File: src/rtl/dram_arb_pkg.sv
// Shared types and defaults for the frame-DRAM arbiter: bus widths, frame size, lock states.
package dram_arb_pkg;

  localparam int A_WIDTH_DEF = 19;
  localparam int D_WIDTH_DEF = 8;
  localparam int IMG_PIXELS  = 307200;

  typedef enum logic {
    IDLE   = 1'b0,
    LOCKED = 1'b1
  } lock_state_t;

endpackage

File: src/rtl/dram_arb_rr_arbiter.sv
// Combinational round-robin picker: one-hot grant from a request vector, searching from
// i_ptr, or restricted to i_owner while a burst lock is in force.
module rr_arbiter #(
  parameter int NREQ = 2,
  localparam int PW  = (NREQ > 1) ? $clog2(NREQ) : 1
) (
  input  logic [NREQ-1:0] i_req,
  input  logic [PW-1:0]   i_ptr,
  input  logic            i_lock,
  input  logic [PW-1:0]   i_owner,
  output logic [NREQ-1:0] o_grant
);

  logic          w_found;
  logic [PW-1:0] w_idx;

  always_comb begin
    o_grant = '0;
    w_found = 1'b0;
    w_idx   = '0;
    if (i_lock) begin
      o_grant[i_owner] = i_req[i_owner];
    end else begin
      for (int k = 0; k < NREQ; k++) begin
        w_idx = PW'((int'(i_ptr) + k) % NREQ);
        if (!w_found && i_req[w_idx]) begin
          o_grant[w_idx] = 1'b1;
          w_found        = 1'b1;
        end
      end
    end
  end

endmodule

File: src/rtl/dram_arbiter.sv
// Frame-DRAM arbiter: independent round-robin read and write ports with optional burst lock.
// Define DRAM_ARB_FWD_EN to return write data on a same-cycle read/write address collision.
module dram_arbiter
  import dram_arb_pkg::*;
#(
  parameter int NREQ      = 2,
  parameter int A_WIDTH   = A_WIDTH_DEF,
  parameter int D_WIDTH   = D_WIDTH_DEF,
  parameter int MAX_BURST = 16
) (
  input  logic                    clk,
  input  logic                    rst,
  input  logic [NREQ-1:0]         req_valid,
  input  logic [NREQ-1:0]         req_we,
  input  logic [NREQ-1:0]         req_lock,
  input  logic [NREQ*A_WIDTH-1:0] req_addr,
  input  logic [NREQ*D_WIDTH-1:0] req_wdata,
  output logic [NREQ-1:0]         req_ready,
  output logic [NREQ-1:0]         rsp_valid,
  output logic [D_WIDTH-1:0]      rsp_data,
  output logic                    dram_ren,
  output logic [A_WIDTH-1:0]      dram_raddr,
  output logic                    dram_wen,
  output logic [A_WIDTH-1:0]      dram_waddr,
  output logic [D_WIDTH-1:0]      dram_wdata,
  input  logic [D_WIDTH-1:0]      dram_rdata,
  output logic                    dbg_rd_locked,
  output logic                    dbg_wr_locked
);

  localparam int PW = (NREQ > 1) ? $clog2(NREQ) : 1;
  localparam int CW = $clog2(MAX_BURST + 1);

  // Handshake: a beat from requester i is accepted in any cycle where req_valid[i] &
  // req_ready[i]; ready is combinational and never asserted during reset.

  // Port index 0 = read, 1 = write.
  lock_state_t     r_state [2];
  logic [PW-1:0]   r_ptr   [2];
  logic [PW-1:0]   r_owner [2];
  logic [CW-1:0]   r_cnt   [2];
  logic [NREQ-1:0] w_pool  [2];
  logic [NREQ-1:0] w_grant [2];
  logic [PW-1:0]   w_gidx  [2];
  logic            w_any   [2];
  logic            w_lock_eff [2];

  logic [A_WIDTH-1:0] w_raddr, w_waddr;
  logic [D_WIDTH-1:0] w_wdata;

  logic               r_ren, r_wen;
  logic [A_WIDTH-1:0] r_raddr, r_waddr;
  logic [D_WIDTH-1:0] r_wdata;
  logic [NREQ-1:0]    r_rd_pend, r_rsp_valid;

  assign w_pool[0] = rst ? '0 : (req_valid & ~req_we);
  assign w_pool[1] = rst ? '0 : (req_valid & req_we);

  // A lock only binds while its owner still presents a beat on that port.
  assign w_lock_eff[0] = (r_state[0] == LOCKED) && w_pool[0][r_owner[0]];
  assign w_lock_eff[1] = (r_state[1] == LOCKED) && w_pool[1][r_owner[1]];

  rr_arbiter #(.NREQ(NREQ)) u_rd_arb (
    .i_req   (w_pool[0]),
    .i_ptr   (r_ptr[0]),
    .i_lock  (w_lock_eff[0]),
    .i_owner (r_owner[0]),
    .o_grant (w_grant[0])
  );

  rr_arbiter #(.NREQ(NREQ)) u_wr_arb (
    .i_req   (w_pool[1]),
    .i_ptr   (r_ptr[1]),
    .i_lock  (w_lock_eff[1]),
    .i_owner (r_owner[1]),
    .o_grant (w_grant[1])
  );

  always_comb begin
    for (int p = 0; p < 2; p++) begin
      w_gidx[p] = '0;
      w_any[p]  = |w_grant[p];
      for (int i = 0; i < NREQ; i++) begin
        if (w_grant[p][i]) w_gidx[p] = PW'(i);
      end
    end
  end

  assign w_raddr   = req_addr[w_gidx[0]*A_WIDTH +: A_WIDTH];
  assign w_waddr   = req_addr[w_gidx[1]*A_WIDTH +: A_WIDTH];
  assign w_wdata   = req_wdata[w_gidx[1]*D_WIDTH +: D_WIDTH];
  assign req_ready = w_grant[0] | w_grant[1];

  // Lock FSM and round-robin pointer, one copy per port.
  always_ff @(posedge clk) begin
    if (rst) begin
      for (int p = 0; p < 2; p++) begin
        r_state[p] <= IDLE;
        r_ptr[p]   <= '0;
        r_owner[p] <= '0;
        r_cnt[p]   <= '0;
      end
    end else begin
      for (int p = 0; p < 2; p++) begin
        if (w_lock_eff[p]) begin
          r_ptr[p] <= PW'((int'(r_owner[p]) + 1) % NREQ);
          if (!req_lock[r_owner[p]] || (r_cnt[p] == CW'(MAX_BURST - 1))) begin
            r_state[p] <= IDLE;
            r_cnt[p]   <= '0;
          end else begin
            r_cnt[p] <= r_cnt[p] + 1'b1;
          end
        end else begin
          r_state[p] <= IDLE;
          r_cnt[p]   <= '0;
          if (w_any[p]) begin
            r_ptr[p] <= PW'((int'(w_gidx[p]) + 1) % NREQ);
            if (req_lock[w_gidx[p]] && (MAX_BURST > 1)) begin
              r_state[p] <= LOCKED;
              r_owner[p] <= w_gidx[p];
              r_cnt[p]   <= CW'(1);
            end
          end
        end
      end
    end
  end

  always_ff @(posedge clk) begin
    if (rst) begin
      r_ren       <= 1'b0;
      r_wen       <= 1'b0;
      r_raddr     <= '0;
      r_waddr     <= '0;
      r_wdata     <= '0;
      r_rd_pend   <= '0;
      r_rsp_valid <= '0;
    end else begin
      r_ren       <= w_any[0];
      r_wen       <= w_any[1];
      r_rd_pend   <= w_grant[0];
      r_rsp_valid <= r_rd_pend;
      if (w_any[0]) r_raddr <= w_raddr;
      if (w_any[1]) begin
        r_waddr <= w_waddr;
        r_wdata <= w_wdata;
      end
    end
  end

`ifdef DRAM_ARB_FWD_EN
  logic               r_hit, r_fwd_sel;
  logic [D_WIDTH-1:0] r_fwd_data;

  // Collision flag travels alongside the read so it lines up with dram_rdata.
  always_ff @(posedge clk) begin
    if (rst) begin
      r_hit      <= 1'b0;
      r_fwd_sel  <= 1'b0;
      r_fwd_data <= '0;
    end else begin
      r_hit      <= w_any[0] && w_any[1] && (w_raddr == w_waddr);
      r_fwd_sel  <= r_hit;
      r_fwd_data <= r_wdata;
    end
  end

  assign rsp_data = (|r_rsp_valid) ? (r_fwd_sel ? r_fwd_data : dram_rdata) : '0;
`else
  assign rsp_data = (|r_rsp_valid) ? dram_rdata : '0;
`endif

  assign rsp_valid     = r_rsp_valid;
  assign dram_ren      = r_ren;
  assign dram_raddr    = r_raddr;
  assign dram_wen      = r_wen;
  assign dram_waddr    = r_waddr;
  assign dram_wdata    = r_wdata;
  assign dbg_rd_locked = (r_state[0] == LOCKED);
  assign dbg_wr_locked = (r_state[1] == LOCKED);

endmodule

File: config.mk
export PLATFORM = sky130hd
export DESIGN_NAME = dram_arbiter
export DESIGN_NICKNAME = d
export VERILOG_FILES = /design/src/rtl/dram_arb_pkg.sv /design/src/rtl/dram_arb_rr_arbiter.sv /design/src/rtl/dram_arbiter.sv
export SDC_FILE = /design/constraint.sdc
export NUM_CORES = 1
export LEC_CHECK = 0
export ABC_AREA = 1
export ABC_CLOCK_PERIOD_IN_PS = 4200
export BUFFER_PORTS_ARGS = -buffer_cell sky130_fd_sc_hd__buf_2
export CORE_ASPECT_RATIO = 1.2
export CORE_MARGIN = 3
export CORE_UTILIZATION = 52
export DETAILED_ROUTE_END_ITERATION = 16
export PLACE_DENSITY = 0.88
export SYNTH_ARGS = -nofsm -noshare
export SYNTH_HDL_FRONTEND = slang
export SYNTH_SLANG_ARGS = --single-unit
File: constraint.sdc
create_clock -name clk -period 4.2 [get_ports clk]
set_clock_uncertainty 0.15 [all_clocks]
set_input_delay 0.42 -clock clk [delete_from_list [all_inputs] [get_ports clk]]
set_output_delay 0.42 -clock clk [all_outputs]
set_load 0.02 [all_outputs]
==> flow_summary.ini <==
[setup_path]
crit_path_end_kind = output port
critPathMaxFanout = 43
worstReg2RegEnd = r_ptr[1]
arrival_ns = 2.42
cp-start-kind = primary input
crit_chain = buf_2, inv_4, nand3_2, nand2_2, nand3_4, nand2_2, nand2_2, nand2_1, buf_2
r2r_cells = 6
crit_type = primary input to output port
r2r_slack_ns = 1.38
crit_top_cell = nand2_2
critPathSlowestCell = nand2_2
required_ns = 3.63
r2r-start = r_owner[0][1]
max_stage_delay_ns = 0.43

[die]
core_um2 = 6090
pin_count = 132
start_util_pct = 53.9
dieWidth_um = 78.6
die_h_um = 93.1
rows = 31
die_area_um2 = 7310

[timing]
min_period_ns = 2.99
setup_viol = 0
clock.fmax_ghz = 0.334
fin_setup_tns_ns = 0
rsz0062_at_grt = false
period_share_pct = 71.2
tightest_slew_ns = 0.758
slew_headroom_pct = 49.3
worst_slack_ns = 1.21
hold_viol = 0
slew_violations = 0

[cts]
cts_buffer_depth = 2
cts-resized-gates = 0
cts_made_buffers = 9
cts_tree = yes
insertion_delay_ns = 0.35
cts_setup_buffers = 0
ctsRootBufferMaster = clkbuf_8
clkTransAtPathRegs_ns = 0.08
ctsHoldBuffers = 0
ctsHtreeMaxLevel = 3
cts_sinks = 68

[synthesis]
synth_cell_types = 28
avgSynthCellArea_um2 = 7.52
yosys.area.top_type = dfxtp_1
yosys.area.top_type_share_pct = 31.7
yosysSeqAreaShare_pct = 46.3
synthTopCellsByArea = dfxtp_1 32%, edfxtp_1 15%, nand2_1 13%, inv_1 6.6%, nor2_1 5.4%
yosysWarnings = 0
synthCells = 437
synth-seq-cells = 68
netlist_area_um2 = 3280

[cells_and_area]
layout-drive-gt1-share_pct = 28.2
fin_cells = 656
antenna_cells = 0
fin_nets = 643
area_growth_pct = 27.8

[worst_hold_path]
hold_path_class = primary input to register
hp-start = rst
whs_path_depth = 2
whs_endpoint = rsp_valid[1]

[place]
dp_cells = 640
place.gp.congestion = 0.850
post-place-ws_ns = 1.11
dp_hpwl_mm = 6.50
portBuffers = 131

[job]
drv_cap = 0

[global_route]
grt_pass1_wl_mm = 14.6
first_global_vias = 3179
grt_overflow = 0
grt.total_usage_pct = 25.0
antenna_found_initial = 0
grt_max_degree = 44

[power_and_ir_drop]
swShare_pct = 31.7
clockPowerShare_pct = 33.8
p_seq_share_pct = 44.9
power_density_nw_per_um2 = 415
combinationalPowerShare_pct = 21.3
ir_worst_vdd_uv = 255
p_switching_uw = 552
p_int_mw = 1.19
p_leak_nw = 2.30

[routing]
drcViolationCount = 0
firstDrtPassIters = 4
vias_per_cell = 5.20
drt-total-wl_mm = 8.95
drt-initial-drc-count = 210
wl_per_cell_um = 13.6
drtAntennaViolNets = 0
num_vias = 3413

[status]
status = completed
## synth_stat cells
| cell | count |
|---|---|
| ha_1 | 4 |
| nand3b_2 | 1 |
| a21oi_1 | 5 |
| o21ai_1 | 27 |
| conb_1 | 1 |
| o21ai_0 | 13 |
| dfxtp_1 | 52 |
| nand4_1 | 23 |
| buf_4 | 5 |
| buf_2 | 13 |
| inv_4 | 1 |
| o211ai_1 | 20 |
| nand2_1 | 110 |
| a211oi_1 | 1 |
| nand3_2 | 2 |
| o21bai_2 | 2 |
| clkbuf_1 | 3 |
| xor2_1 | 2 |
| o21a_1 | 1 |
| nor3b_1 | 2 |
| nor2_1 | 47 |
| nand3_1 | 20 |
| inv_2 | 2 |
| nand3_4 | 1 |
| edfxtp_1 | 16 |
| inv_1 | 58 |
| nand2_2 | 4 |
| buf_6 | 1 |
## state kept, by name, indices dropped and copies added, names as in the netlist, 2 cells and up
name	cells
r_ptr	2
r_state	2
dram_waddr	19
r_rd_pend	2
dram_raddr	19
dram_wdata	8
r_cnt	10
rsp_valid	2
r_owner	2
## layout make-up
cell class,instances,area [um^2]
Clock inverter,3,22.5
Clock buffer,13,203
Inverter,61,231
Sequential cell,68,1520
Timing Repair Buffer,134,678
Multi-Input combinational cell,295,1440
Tap cell,82,103
Fill cell,519,1890
## how the worst max path moves through the flow
stage / end / from / slack [ns] / cells past startpoint
finish: req_ready[1] / rst / 1.21 / 9
global route: req_ready[1] / rst / 0.98 / 9
CTS: req_ready[1] / rst / 1.26 / 9
detailed placement: r_ptr[1] / rst / 1.11 / 8
global placement: r_ptr[1] / rst / 1.26 / 8
floorplan: req_ready[1] / req_we[0] / 2.26 / 6
## power by group through the flow
stage	Clock [mW]	Sequential [mW]	Combinational, mW
global placement	0	0.796	0.360
floorplan	0	0.865	0.165
detailed placement	0	0.796	0.370
global route	0.621	0.789	0.410
finish	0.589	0.782	0.372
CTS	0.593	0.781	0.373
## per-stage QoR
step / total power [mW] / hold slack [ns] / cell area (um^2) / util [%]
4_1_cts: 1.75 / 0.152 / 4200 / 69.0
2_1_floorplan: 1.03 / 0.238 / 3320 / -
5_1_grt: 1.82 / 0.159 / 4200 / 69.0
6_report: 1.74 / 0.158 / 4200 / 69.0
3_5_place_dp: 1.17 / 0.249 / 3970 / 65.3
3_3_place_gp: 1.16 / 0.249 / 3970 / 65.3
## layout by cell type, fill, tap and decap left out
master and instances:
nor3b_1 2, nand2_2 4, inv_2 2, dfxtp_1 52, buf_2 131, ha_1 4
o21a_1 1, clkinv_2 1, o21ai_1 27, clkbuf_16 3, clkbuf_1 1, o21ai_0 13
nand3b_2 1, xor2_1 2, nand3_2 2, a21oi_1 5, buf_4 3, nand3_4 1
clkinv_4 2, edfxtp_1 16, nand4_1 23, o211ai_1 20, inv_1 58, nand2_1 110
conb_1 10, a211oi_1 1, nor2_1 47, o21bai_2 2, clkbuf_8 9, nand3_1 20
inv_4 1
## cell families (layout without fill, tap and decap cells)
family          Yosys count  in the layout  synth area share [%]
fa+ha+maj                 4              4                  1.52
flops                    68             68                  46.3
compound gates           69             69                  12.6
simple gates            210            210                  28.1
buf+inv                  83            211                  10.9
other cells               1             10                 0.114
xor+xnor                  2              2                 0.533
## critical path, delay by kind of cell
kind | cells | cell delay [ns]
buffers and inverters | 3 | 0.56
AND/OR/NAND/NOR | 6 | 1.41
## layer usage
metal,wire length [um],global-route usage [%],vias up
met5,0,0,-
met4,144,9.33,0
met3,645,6.45,17
met2,4580,43.4,130
met1,3580,29.5,1583
li1,-,-,1683
(Power assumes the default switching activity.)
